### src/rtl/brownout_ctrl.sv
// ---------------------------------------------------------------------------
// brownout_ctrl
//
// Digital supervisor for the brownout detector macro (dvdd clock domain).
// Programs the detector enable and trip trims, masks the detector outputs
// while the analog front end settles and after every trim change,
// synchronizes the asynchronous detector outputs, and turns brownout events
// into a held system reset request, sticky interrupt flags and a saturating
// event counter.
//
// Ports:
//   clk, resetb              clock and asynchronous active-low reset
//   cfg_wr/ena/otrip/vtrip   configuration write (one-cycle pulse) + payload
//   cfg_busy, cfg_err        write would be dropped / sticky dropped-write flag
//   bo_ena/otrip/vtrip       detector configuration outputs
//   bo_out/vunder/timed_out  raw asynchronous detector outputs
//   sys_rst_n                active-low system reset request
//   irq_brout, irq_vunder    sticky interrupt flags
//   clr                      one-cycle pulse clearing cfg_err, irqs, ev_count
//   ev_count                 saturating brownout event count
//   armed                    detector outputs are being acted on
// ---------------------------------------------------------------------------
module brownout_ctrl #(
  parameter int SETTLE_CYCLES = 64,
  parameter int BLANK_CYCLES  = 16,
  parameter int HOLD_CYCLES   = 256,
  parameter int SYNC_STAGES   = 2
) (
  input  logic       clk,
  input  logic       resetb,
  input  logic       cfg_wr,
  input  logic       cfg_ena,
  input  logic [2:0] cfg_otrip,
  input  logic [2:0] cfg_vtrip,
  output logic       cfg_busy,
  output logic       cfg_err,
  output logic       bo_ena,
  output logic [2:0] bo_otrip,
  output logic [2:0] bo_vtrip,
  input  logic       bo_out,
  input  logic       bo_vunder,
  input  logic       bo_timed_out,
  output logic       sys_rst_n,
  output logic       irq_brout,
  output logic       irq_vunder,
  input  logic       clr,
  output logic [7:0] ev_count,
  output logic       armed
);

  localparam int MAX_A = (SETTLE_CYCLES > BLANK_CYCLES) ? SETTLE_CYCLES : BLANK_CYCLES;
  localparam int MAX_C = (MAX_A > HOLD_CYCLES) ? MAX_A : HOLD_CYCLES;
  localparam int CW    = $clog2(MAX_C + 1);

  localparam logic [CW-1:0] SETTLE_LOAD = CW'(SETTLE_CYCLES);
  localparam logic [CW-1:0] BLANK_LOAD  = CW'(BLANK_CYCLES);
  localparam logic [CW-1:0] HOLD_LOAD   = CW'(HOLD_CYCLES);
  localparam logic [CW-1:0] CNT_ONE     = CW'(1);

  typedef enum logic [2:0] {
    ST_OFF,
    ST_SETTLE,
    ST_ARMED,
    ST_BLANK,
    ST_TRIP,
    ST_HOLD
  } state_t;

  // -------------------------------------------------------------------------
  // Synchronizers: raw detector outputs are sampled only here.
  // -------------------------------------------------------------------------
  logic [SYNC_STAGES-1:0] out_sync_q;
  logic [SYNC_STAGES-1:0] vun_sync_q;
  logic [SYNC_STAGES-1:0] to_sync_q;

  always_ff @(posedge clk or negedge resetb) begin
    if (!resetb) begin
      out_sync_q <= '0;
      vun_sync_q <= '0;
      to_sync_q  <= '0;
    end else begin
      out_sync_q <= {out_sync_q[SYNC_STAGES-2:0], bo_out};
      vun_sync_q <= {vun_sync_q[SYNC_STAGES-2:0], bo_vunder};
      to_sync_q  <= {to_sync_q[SYNC_STAGES-2:0], bo_timed_out};
    end
  end

  logic s_out, s_vun, s_to;
  assign s_out = out_sync_q[SYNC_STAGES-1];
  assign s_vun = vun_sync_q[SYNC_STAGES-1];
  assign s_to  = to_sync_q[SYNC_STAGES-1];

  // A detector timeout is treated as a brownout.
  logic ev;
  assign ev = s_out | s_to;

  // -------------------------------------------------------------------------
  // State and output registers
  // -------------------------------------------------------------------------
  state_t        state_q, state_d;
  logic [CW-1:0] cnt_q, cnt_d;
  logic          ev_prev_q, ev_prev_d;
  logic          bo_ena_q, bo_ena_d;
  logic [2:0]    otrip_q, otrip_d;
  logic [2:0]    vtrip_q, vtrip_d;
  logic          sys_rst_n_q, sys_rst_n_d;
  logic          irq_brout_q, irq_brout_d;
  logic          irq_vun_q, irq_vun_d;
  logic          cfg_err_q, cfg_err_d;
  logic [7:0]    ev_count_q, ev_count_d;
  logic          cfg_busy_q, cfg_busy_d;
  logic          armed_q, armed_d;

  always_ff @(posedge clk or negedge resetb) begin
    if (!resetb) begin
      state_q     <= ST_OFF;
      cnt_q       <= '0;
      ev_prev_q   <= 1'b0;
      bo_ena_q    <= 1'b0;
      otrip_q     <= 3'd0;
      vtrip_q     <= 3'd0;
      sys_rst_n_q <= 1'b1;
      irq_brout_q <= 1'b0;
      irq_vun_q   <= 1'b0;
      cfg_err_q   <= 1'b0;
      ev_count_q  <= 8'd0;
      cfg_busy_q  <= 1'b0;
      armed_q     <= 1'b0;
    end else begin
      state_q     <= state_d;
      cnt_q       <= cnt_d;
      ev_prev_q   <= ev_prev_d;
      bo_ena_q    <= bo_ena_d;
      otrip_q     <= otrip_d;
      vtrip_q     <= vtrip_d;
      sys_rst_n_q <= sys_rst_n_d;
      irq_brout_q <= irq_brout_d;
      irq_vun_q   <= irq_vun_d;
      cfg_err_q   <= cfg_err_d;
      ev_count_q  <= ev_count_d;
      cfg_busy_q  <= cfg_busy_d;
      armed_q     <= armed_d;
    end
  end

  // -------------------------------------------------------------------------
  // Next-state and output logic
  // -------------------------------------------------------------------------
  logic       ev_rise;
  logic       busy_now;
  logic       ev_inc;
  logic       err_set;
  logic [7:0] ev_base;

  always_comb begin
    state_d     = state_q;
    cnt_d       = cnt_q;
    bo_ena_d    = bo_ena_q;
    otrip_d     = otrip_q;
    vtrip_d     = vtrip_q;
    sys_rst_n_d = sys_rst_n_q;
    ev_inc      = 1'b0;
    err_set     = 1'b0;
    ev_base     = 8'd0;

    // Reference is only live in ARMED, so an event that is already high when
    // ARMED is entered registers as a fresh rising edge.
    ev_rise   = ev & ~ev_prev_q;
    ev_prev_d = (state_q == ST_ARMED) ? ev : 1'b0;

    busy_now = (state_q == ST_SETTLE) || (state_q == ST_BLANK) ||
               (state_q == ST_TRIP)   || (state_q == ST_HOLD);

    case (state_q)
      ST_OFF: begin
        if (cfg_wr) begin
          otrip_d = cfg_otrip;
          vtrip_d = cfg_vtrip;
          if (cfg_ena) begin
            bo_ena_d = 1'b1;
            cnt_d    = SETTLE_LOAD;
            state_d  = ST_SETTLE;
          end
        end
      end

      ST_SETTLE: begin
        if (cnt_q <= CNT_ONE) begin
          state_d = ST_ARMED;
        end else begin
          cnt_d = cnt_q - CNT_ONE;
        end
      end

      ST_ARMED: begin
        if (ev_rise) begin
          state_d     = ST_TRIP;
          sys_rst_n_d = 1'b0;
          ev_inc      = 1'b1;
          // A write colliding with a trip is lost, so report it.
          if (cfg_wr) begin
            err_set = 1'b1;
          end
        end else if (cfg_wr) begin
          if (cfg_ena) begin
            otrip_d = cfg_otrip;
            vtrip_d = cfg_vtrip;
            cnt_d   = BLANK_LOAD;
            state_d = ST_BLANK;
          end else begin
            bo_ena_d = 1'b0;
            state_d  = ST_OFF;
          end
        end
      end

      ST_BLANK: begin
        if (cnt_q <= CNT_ONE) begin
          state_d = ST_ARMED;
        end else begin
          cnt_d = cnt_q - CNT_ONE;
        end
      end

      ST_TRIP: begin
        sys_rst_n_d = 1'b0;
        if (!ev) begin
          cnt_d   = HOLD_LOAD;
          state_d = ST_HOLD;
        end
      end

      ST_HOLD: begin
        sys_rst_n_d = 1'b0;
        if (ev) begin
          // Re-trigger: same brownout episode, not a new event.
          cnt_d   = HOLD_LOAD;
          state_d = ST_TRIP;
        end else if (cnt_q <= CNT_ONE) begin
          sys_rst_n_d = 1'b1;
          state_d     = ST_ARMED;
        end else begin
          cnt_d = cnt_q - CNT_ONE;
        end
      end

      default: begin
        state_d     = ST_OFF;
        bo_ena_d    = 1'b0;
        sys_rst_n_d = 1'b1;
      end
    endcase

    if (cfg_wr && busy_now) begin
      err_set = 1'b1;
    end

    // Sticky flags: a set in the same cycle as clr wins.
    irq_brout_d = ev_inc | (irq_brout_q & ~clr);
    irq_vun_d   = ((state_q == ST_ARMED) & s_vun) | (irq_vun_q & ~clr);
    cfg_err_d   = err_set | (cfg_err_q & ~clr);

    ev_base    = clr ? 8'd0 : ev_count_q;
    ev_count_d = (ev_inc && (ev_base != 8'hFF)) ? (ev_base + 8'd1) : ev_base;

    cfg_busy_d = (state_d == ST_SETTLE) || (state_d == ST_BLANK) ||
                 (state_d == ST_TRIP)   || (state_d == ST_HOLD);
    armed_d    = (state_d == ST_ARMED);
  end

  assign cfg_busy   = cfg_busy_q;
  assign cfg_err    = cfg_err_q;
  assign bo_ena     = bo_ena_q;
  assign bo_otrip   = otrip_q;
  assign bo_vtrip   = vtrip_q;
  assign sys_rst_n  = sys_rst_n_q;
  assign irq_brout  = irq_brout_q;
  assign irq_vunder = irq_vun_q;
  assign ev_count   = ev_count_q;
  assign armed      = armed_q;

endmodule

### config.mk
export PLATFORM = sky130hd
export DESIGN_NAME = brownout_ctrl
export DESIGN_NICKNAME = d
export VERILOG_FILES = /design/src/rtl/brownout_ctrl.sv
export SDC_FILE = /design/constraint.sdc
export NUM_CORES = 1
export LEC_CHECK = 0
export CORE_MARGIN = 4
export CORE_UTILIZATION = 52
export CTS_CLUSTER_SIZE = 24
export DETAILED_ROUTE_END_ITERATION = 12
export GPL_ROUTABILITY_DRIVEN = 0
export HOLD_SLACK_MARGIN = 0.15
export PLACE_DENSITY = 0.78
export SLEW_MARGIN = 20
export SYNTH_ARGS = -nofsm -noshare
export SYNTH_HDL_FRONTEND = slang
export SYNTH_SLANG_ARGS = --single-unit
### constraint.sdc
create_clock -name clk -period 2.27 [get_ports clk]
set_input_delay 0.454 -clock clk [delete_from_list [all_inputs] [get_ports clk]]
set_output_delay 0.454 -clock clk [all_outputs]
set_load 0.05 [all_outputs]
==> Word-level counts from Yosys, hierarchy flattened <==
Cells that the tools add are included.
{ "word_totals": {"reg_bits": 40, "output_inout_bits": 21, "in_bits": 14, "elab_cells": 116} }
{ "op_classes": {"n_mux": 47, "n_addsub": 2, "n_bitwise": 13, "reduce_logical": 18, "n_lt_le_gt_ge": 1, "eq_ne": 19} }
{ "ops": {"columns": ["operator", "count"], "rows": [
  ["9-bit two-way mux", 8],
  ["3-bit two-way mux", 15],
  ["9-bit case mux with 5 select lines", 1],
  ["8-bit two-way mux", 2],
  ["2-bit inequality test (second input constant)", 8],
  ["1-bit two-way mux", 15],
  ["3-bit case mux with 5 select lines", 1],
  ["3-bit by 2-bit == test with 1-bit output (second input constant)", 4],
  ["3-bit == test (second input constant)", 4],
  ["3-bit case mux with 2 select lines", 2],
  ["9-bit by 1-bit <= comparator with 1-bit output (second input constant)", 1],
  ["9-bit by 1-bit subtractor with 9-bit output (second input constant)", 1],
  ["8-bit by 1-bit adder with 8-bit output (second input constant)", 1],
  ["8-bit inequality test (second input constant)", 1],
  ["7-bit AND reduction", 1],
  ["3-bit by 1-bit == test with 1-bit output (second input constant)", 2],
  ["1-bit logical OR", 6],
  ["6-bit AND reduction", 1],
  ["1-bit AND", 5],
  ["5-bit AND reduction", 1],
  ["5-bit nonzero test", 1],
  ["1-bit NOT", 4],
  ["1-bit OR", 4],
  ["1-bit case mux with 4 select lines", 1],
  ["other kinds (9)", 10]
]} }

==> Longest topological paths before layout <==
{ "depth": {"word_depth": 8, "mapped_depth": 7, "mapped_depth_nobuf": 6} }

==> Worst setup path after synthesis <==
No wires, ideal clock.
{ "synth_path": {"path_type": "register to register", "from": "register ev_count_q[2] (netlist: ev_count[2])", "to": "register ev_count_q[7] (netlist: ev_count[7])", "setup_slack_ns": 0.323, "t_arrival_ns": 1.870, "synth_period_minus_slack_ns": 1.947, "n_path_buf": 0, "stages_incl_launch_ff": 5, "required_time_ns": 2.192, "setup_ns": 0.078, "path_cell_list": "dfrtp_1 nand4_2 or3b_1 or4_1 a21oi_1"} }
{ "synth_via": {"elab_chain_len": 4, "word_cells_on_any_way": 5, "cone_classes": "1 x add/sub; 1 x eq/ne; 2 x mux; 1 x reduce/logical"} }
{ "synth_rtl": {"columns": ["element", "line_no", "text"], "rows": [
  ["from (decl)", "110", "logic [7:0] ev_count_q, ev_count_d;"],
  ["from (signal assigned)", "140", "ev_count_q <= ev_count_d;"],
  ["8-bit two-way mux *", "263", "ev_base = clr ? 8'd0 : ev_count_q;"],
  ["parallel branches: the longest is 2 deep, another holds 8-bit by 1-bit adder with 8-bit output", null, null],
  ["8-bit two-way mux *", "264", "ev_count_d = (ev_inc && (ev_base != 8'hFF)) ? (ev_base + 8'd1) : ev_base;"],
  ["named net ev_count_d[7]", "110", null]
]} }
Mark *: on every way through the listed nets, which the timed path passes.
A chain may end at the register's enable or synchronous reset.

==> Final worst setup path <==
{ "layout_path": {"from": "register sys_rst_n_q (netlist: sys_rst_n)", "to": "output port sys_rst_n"} }
{ "layout_lines": {"columns": ["element", "line_no", "text"], "rows": [
  ["from (decl)", "106", "logic sys_rst_n_q, sys_rst_n_d;"],
  ["from (signal assigned)", "136", "sys_rst_n_q <= sys_rst_n_d;"],
  ["to (decl)", "43", "output logic sys_rst_n,"]
]} }
No word-level cell between the ends.

==> flow_metrics.tcl <==
set metrics [dict create \
    status "finished, final reports clean" \
    hpwl_um 2966 \
    max_freq_mhz 482.4 \
    ctsResizeCount 0 \
    cellLeakagePower_nw 1.057 \
    dieWidth_um 69.60 \
    crit_type "reg2out" \
    synth_cell_types 55 \
    vias 1631 \
    timing.hold.ws_ps 258.0 \
    p_seq_share_pct 53.3 \
    n_fill_cell 281 \
    intPower_mw 1.080 \
    clk_path_buf_depth 2 \
    peakVddDrop_mv 0.4770 \
    viasPerCell 6.041 \
    avgSynthCellArea_um2 10.78 \
    dp_slack_ps 41.05 \
    start_util_pct 53.90 \
    die_y_um 69.60 \
    worst-path-stages 1 \
    slew_headroom_pct 44.53 \
    crit_path_top_delay_cell "clkdlybuf4s50_1" \
    finalCriticalPeriod_ps 2073 \
    power_density_mw_per_mm2 551.8 \
    critical_path_buf_inv_count 1 \
    gr-usage-met1_pct 23.57 \
    report.final.hold_viol_count 0 \
    routedWlPerCell_um 15.09 \
    cap_violations 0 \
    p_sw_share_pct 20.99 \
    drt_wl_total_um 4074 \
    power_mw 1.366 \
    power_frac_comb_pct 5.3 \
    synth-edff-count 0 \
    grt_util_met3_pct 4.928 \
    setup_slack_ps 197.1 \
    fin_tns_setup_ps 0 \
    clkSlewWorstSetupHoldPaths_ps 80 \
    power.switching_uw 286.8 \
    max_stage_delay_ps 800 \
    path_delay_family "buffers and inverters" \
    ys_ff_latch 40 \
    antenna_found_initial 0 \
    drtPass1Iterations 4 \
    worstPathArrival_ps 1620 \
    grt_pass1_vias 1636 \
    stdcell_area_mm2 0.002476 \
    die-area_mm2 0.004844 \
    cts-root-buf "clkbuf_8" \
    syn_nets 200 \
    core_area_mm2 0.003661 \
    insertedDiodeCount 0 \
    cts_hold_repair.buffers 0 \
    cp-end-kind "output pin" \
    path_cells "clkdlybuf4s50_1" \
    worst_setup_path_start_kind "register" \
    ff2ff_path_depth 4 \
    grt.total_usage_pct 18.52 \
    io_buffers 34 \
    syn_inst 183 \
    clock_skew_ps 6.058 \
    globalRoute.busiestLayer "met2" \
    cts_max_level 2 \
    netlist_area_mm2 0.001973 \
    rsz0062_at_grt "no" \
    postLayoutCoreUtil_pct 67.64 \
    cp.required_ps 1820 \
    nets 238 \
    drc_errors 0 \
    finalNonFillerCells 270 \
    cts_tree "built" \
    area_growth_pct 25.49 \
    hold_path_class "in2async" \
    clock_latency_ps 290 \
    gr-usage-met2_pct 30.19 \
    ant_nets 0 \
    synthFlopType "dfrtp_1" \
    drive_gt1_share_pct 13.51 \
    worst_slew_pin_slew_ps 832.0 \
    placed_area_mm2 0.002365 \
    row_count 22 \
    numCtsBuffers 5 \
    dp.cells 262 \
    drtIter0Drc 122 \
    post_cts_buffers 0 \
    p_clk_share_pct 41.4 \
    async_reset_ff_share_pct 100.0 \
    io_pins 35 \
    slew_violations 0 \
    synth_warnings 0 \
    setup_violations 0 \
    cts.sinks 40 \
    synth.yosys.seq_area_share_pct 50.79 \
    grt_overflow 0 \
    period_share_pct 91.32 \
    grt_pass1_wl_um 7314 \
    grt_start_max_net_pins 41 \
    cp_max_fo 2 \
]
==> layer usage <==
metal	wire length [um]	share of wire, %
met1	1803	44
met2	1928	47
met3	280	6.9
met4	62	1.5
met5	0	0
==> power by group through the flow <==
stage | registers (mW) | clock network (mW) | logic [mW]
after CTS | 0.728 | 0.580 | 0.0742
after global routing | 0.729 | 0.614 | 0.0811
after global placement | 0.742 | 0 | 0.0721
after floorplan | 0.748 | 0 | 0.0199
after detailed placement | 0.742 | 0 | 0.0737
final | 0.728 | 0.566 | 0.0725
==> final timing paths <==
| check | from | slack, ps | end |
|---|---|---|---|
| worst max-delay path | sys_rst_n$_DFFE_PN1P_ | 200 | sys_rst_n |
| worst min-delay path | resetb | 260 | cnt_q[2]$_DFFE_PN0P_ |
| worst max register to register | cnt_q[2]$_DFFE_PN0P_ | 300 | cfg_busy$_DFF_PN0_ |
| worst min register to register | out_sync_q[0]$_DFF_PN0_ | 360 | out_sync_q[1]$_DFF_PN0_ |
| max in group asynchronous | resetb | 1490 | cfg_err$_DFF_PN0_ |
| min in group clk | out_sync_q[0]$_DFF_PN0_ | 360 | out_sync_q[1]$_DFF_PN0_ |
==> placed cells by master (no fill, tap or decap), types with 3 or more instances in the layout <==
| master | synthesis | layout |
|---|---|---|
| a211oi_1 | 4 | 4 |
| a21oi_1 | 7 | 7 |
| a31oi_1 | 6 | 6 |
| a41oi_1 | 3 | 3 |
| buf_4 | 0 | 3 |
| clkbuf_8 | 0 | 5 |
| clkdlybuf4s50_1 | 0 | 33 |
| dfrtp_1 | 39 | 39 |
| ha_1 | 3 | 3 |
| inv_1 | 9 | 9 |
| mux2_2 | 7 | 7 |
| nand2_1 | 12 | 12 |
| nand3_1 | 5 | 5 |
| nor2_1 | 8 | 8 |
| nor2b_1 | 3 | 3 |
| nor3_1 | 6 | 6 |
| o21ai_0 | 9 | 9 |
| o31ai_1 | 3 | 3 |
| o41ai_1 | 3 | 3 |
| or2_2 | 3 | 3 |
| or3_1 | 5 | 5 |
==> kinds of logic (layout without fill, tap and decap cells) <==
kind of cell               count (synthesis)  in the layout  synth area share (%)
AOI/OAI and AO/OA                         55             55                 20.42
xor gates and xnor gates                   2              2                0.8879
adders and majority gates                  3              3                 1.903
buffers and inverters                     15             54                 3.043
DFF                                       40             40                 50.79
muxes                                      9              9                 5.010
and+or+nand+nor                           59             59                 17.95
==> state kept, by name, summed over array words and instances, names as in the netlist <==
name,count
state_q,3
bo_otrip,3
bo_ena,1
cnt_q,9
cfg_err,1
out_sync_q,2
vun_sync_q,2
sys_rst_n,1
bo_vtrip,3
armed,1
irq_brout,1
ev_count,8
ev_prev_q,1
cfg_busy,1
to_sync_q,2
irq_vunder,1
==> final cells by class <==
| cell class | instances | area (um2) | area share [%] |
|---|---|---|---|
| sequential | 40 | 1002 | 40.48 |
| clock buffer | 5 | 68.82 | 2.779 |
| tap | 48 | 60.06 | 2.425 |
| inverter | 9 | 33.78 | 1.364 |
| multi-input combinational | 128 | 910.9 | 36.79 |
| clock inverter | 3 | 42.54 | 1.718 |
| timing repair buffer | 37 | 357.8 | 14.45 |
==> synthesized netlist by cell type (all sizes together) (2+ instances only) <==
library cell / n / share of area (%)
o22ai: 2 / 0.63
a21oi: 7 / 1.8
or2: 4 / 1.3
a211oi: 5 / 2.2
or3: 5 / 1.6
nand2b: 2 / 0.63
and2: 2 / 0.63
o31ai: 3 / 1.1
nand3: 5 / 1.3
or4: 2 / 0.76
a41oi: 3 / 1.3
o41ai: 3 / 1.3
mux2i: 2 / 1.0
nor2: 8 / 1.5
a22o: 2 / 0.89
inv: 9 / 1.7
nor3: 6 / 1.5
nand2: 13 / 2.6
a31oi: 6 / 1.9
ha: 3 / 1.9
o2111ai: 2 / 0.89
clkbuf: 2 / 0.38
dfrtp: 39 / 49
buf: 4 / 0.95
o32ai: 2 / 0.89
mux2: 7 / 4.0
o21ai: 10 / 2.5
nor2b: 3 / 0.95
(Power assumes the default switching activity.)
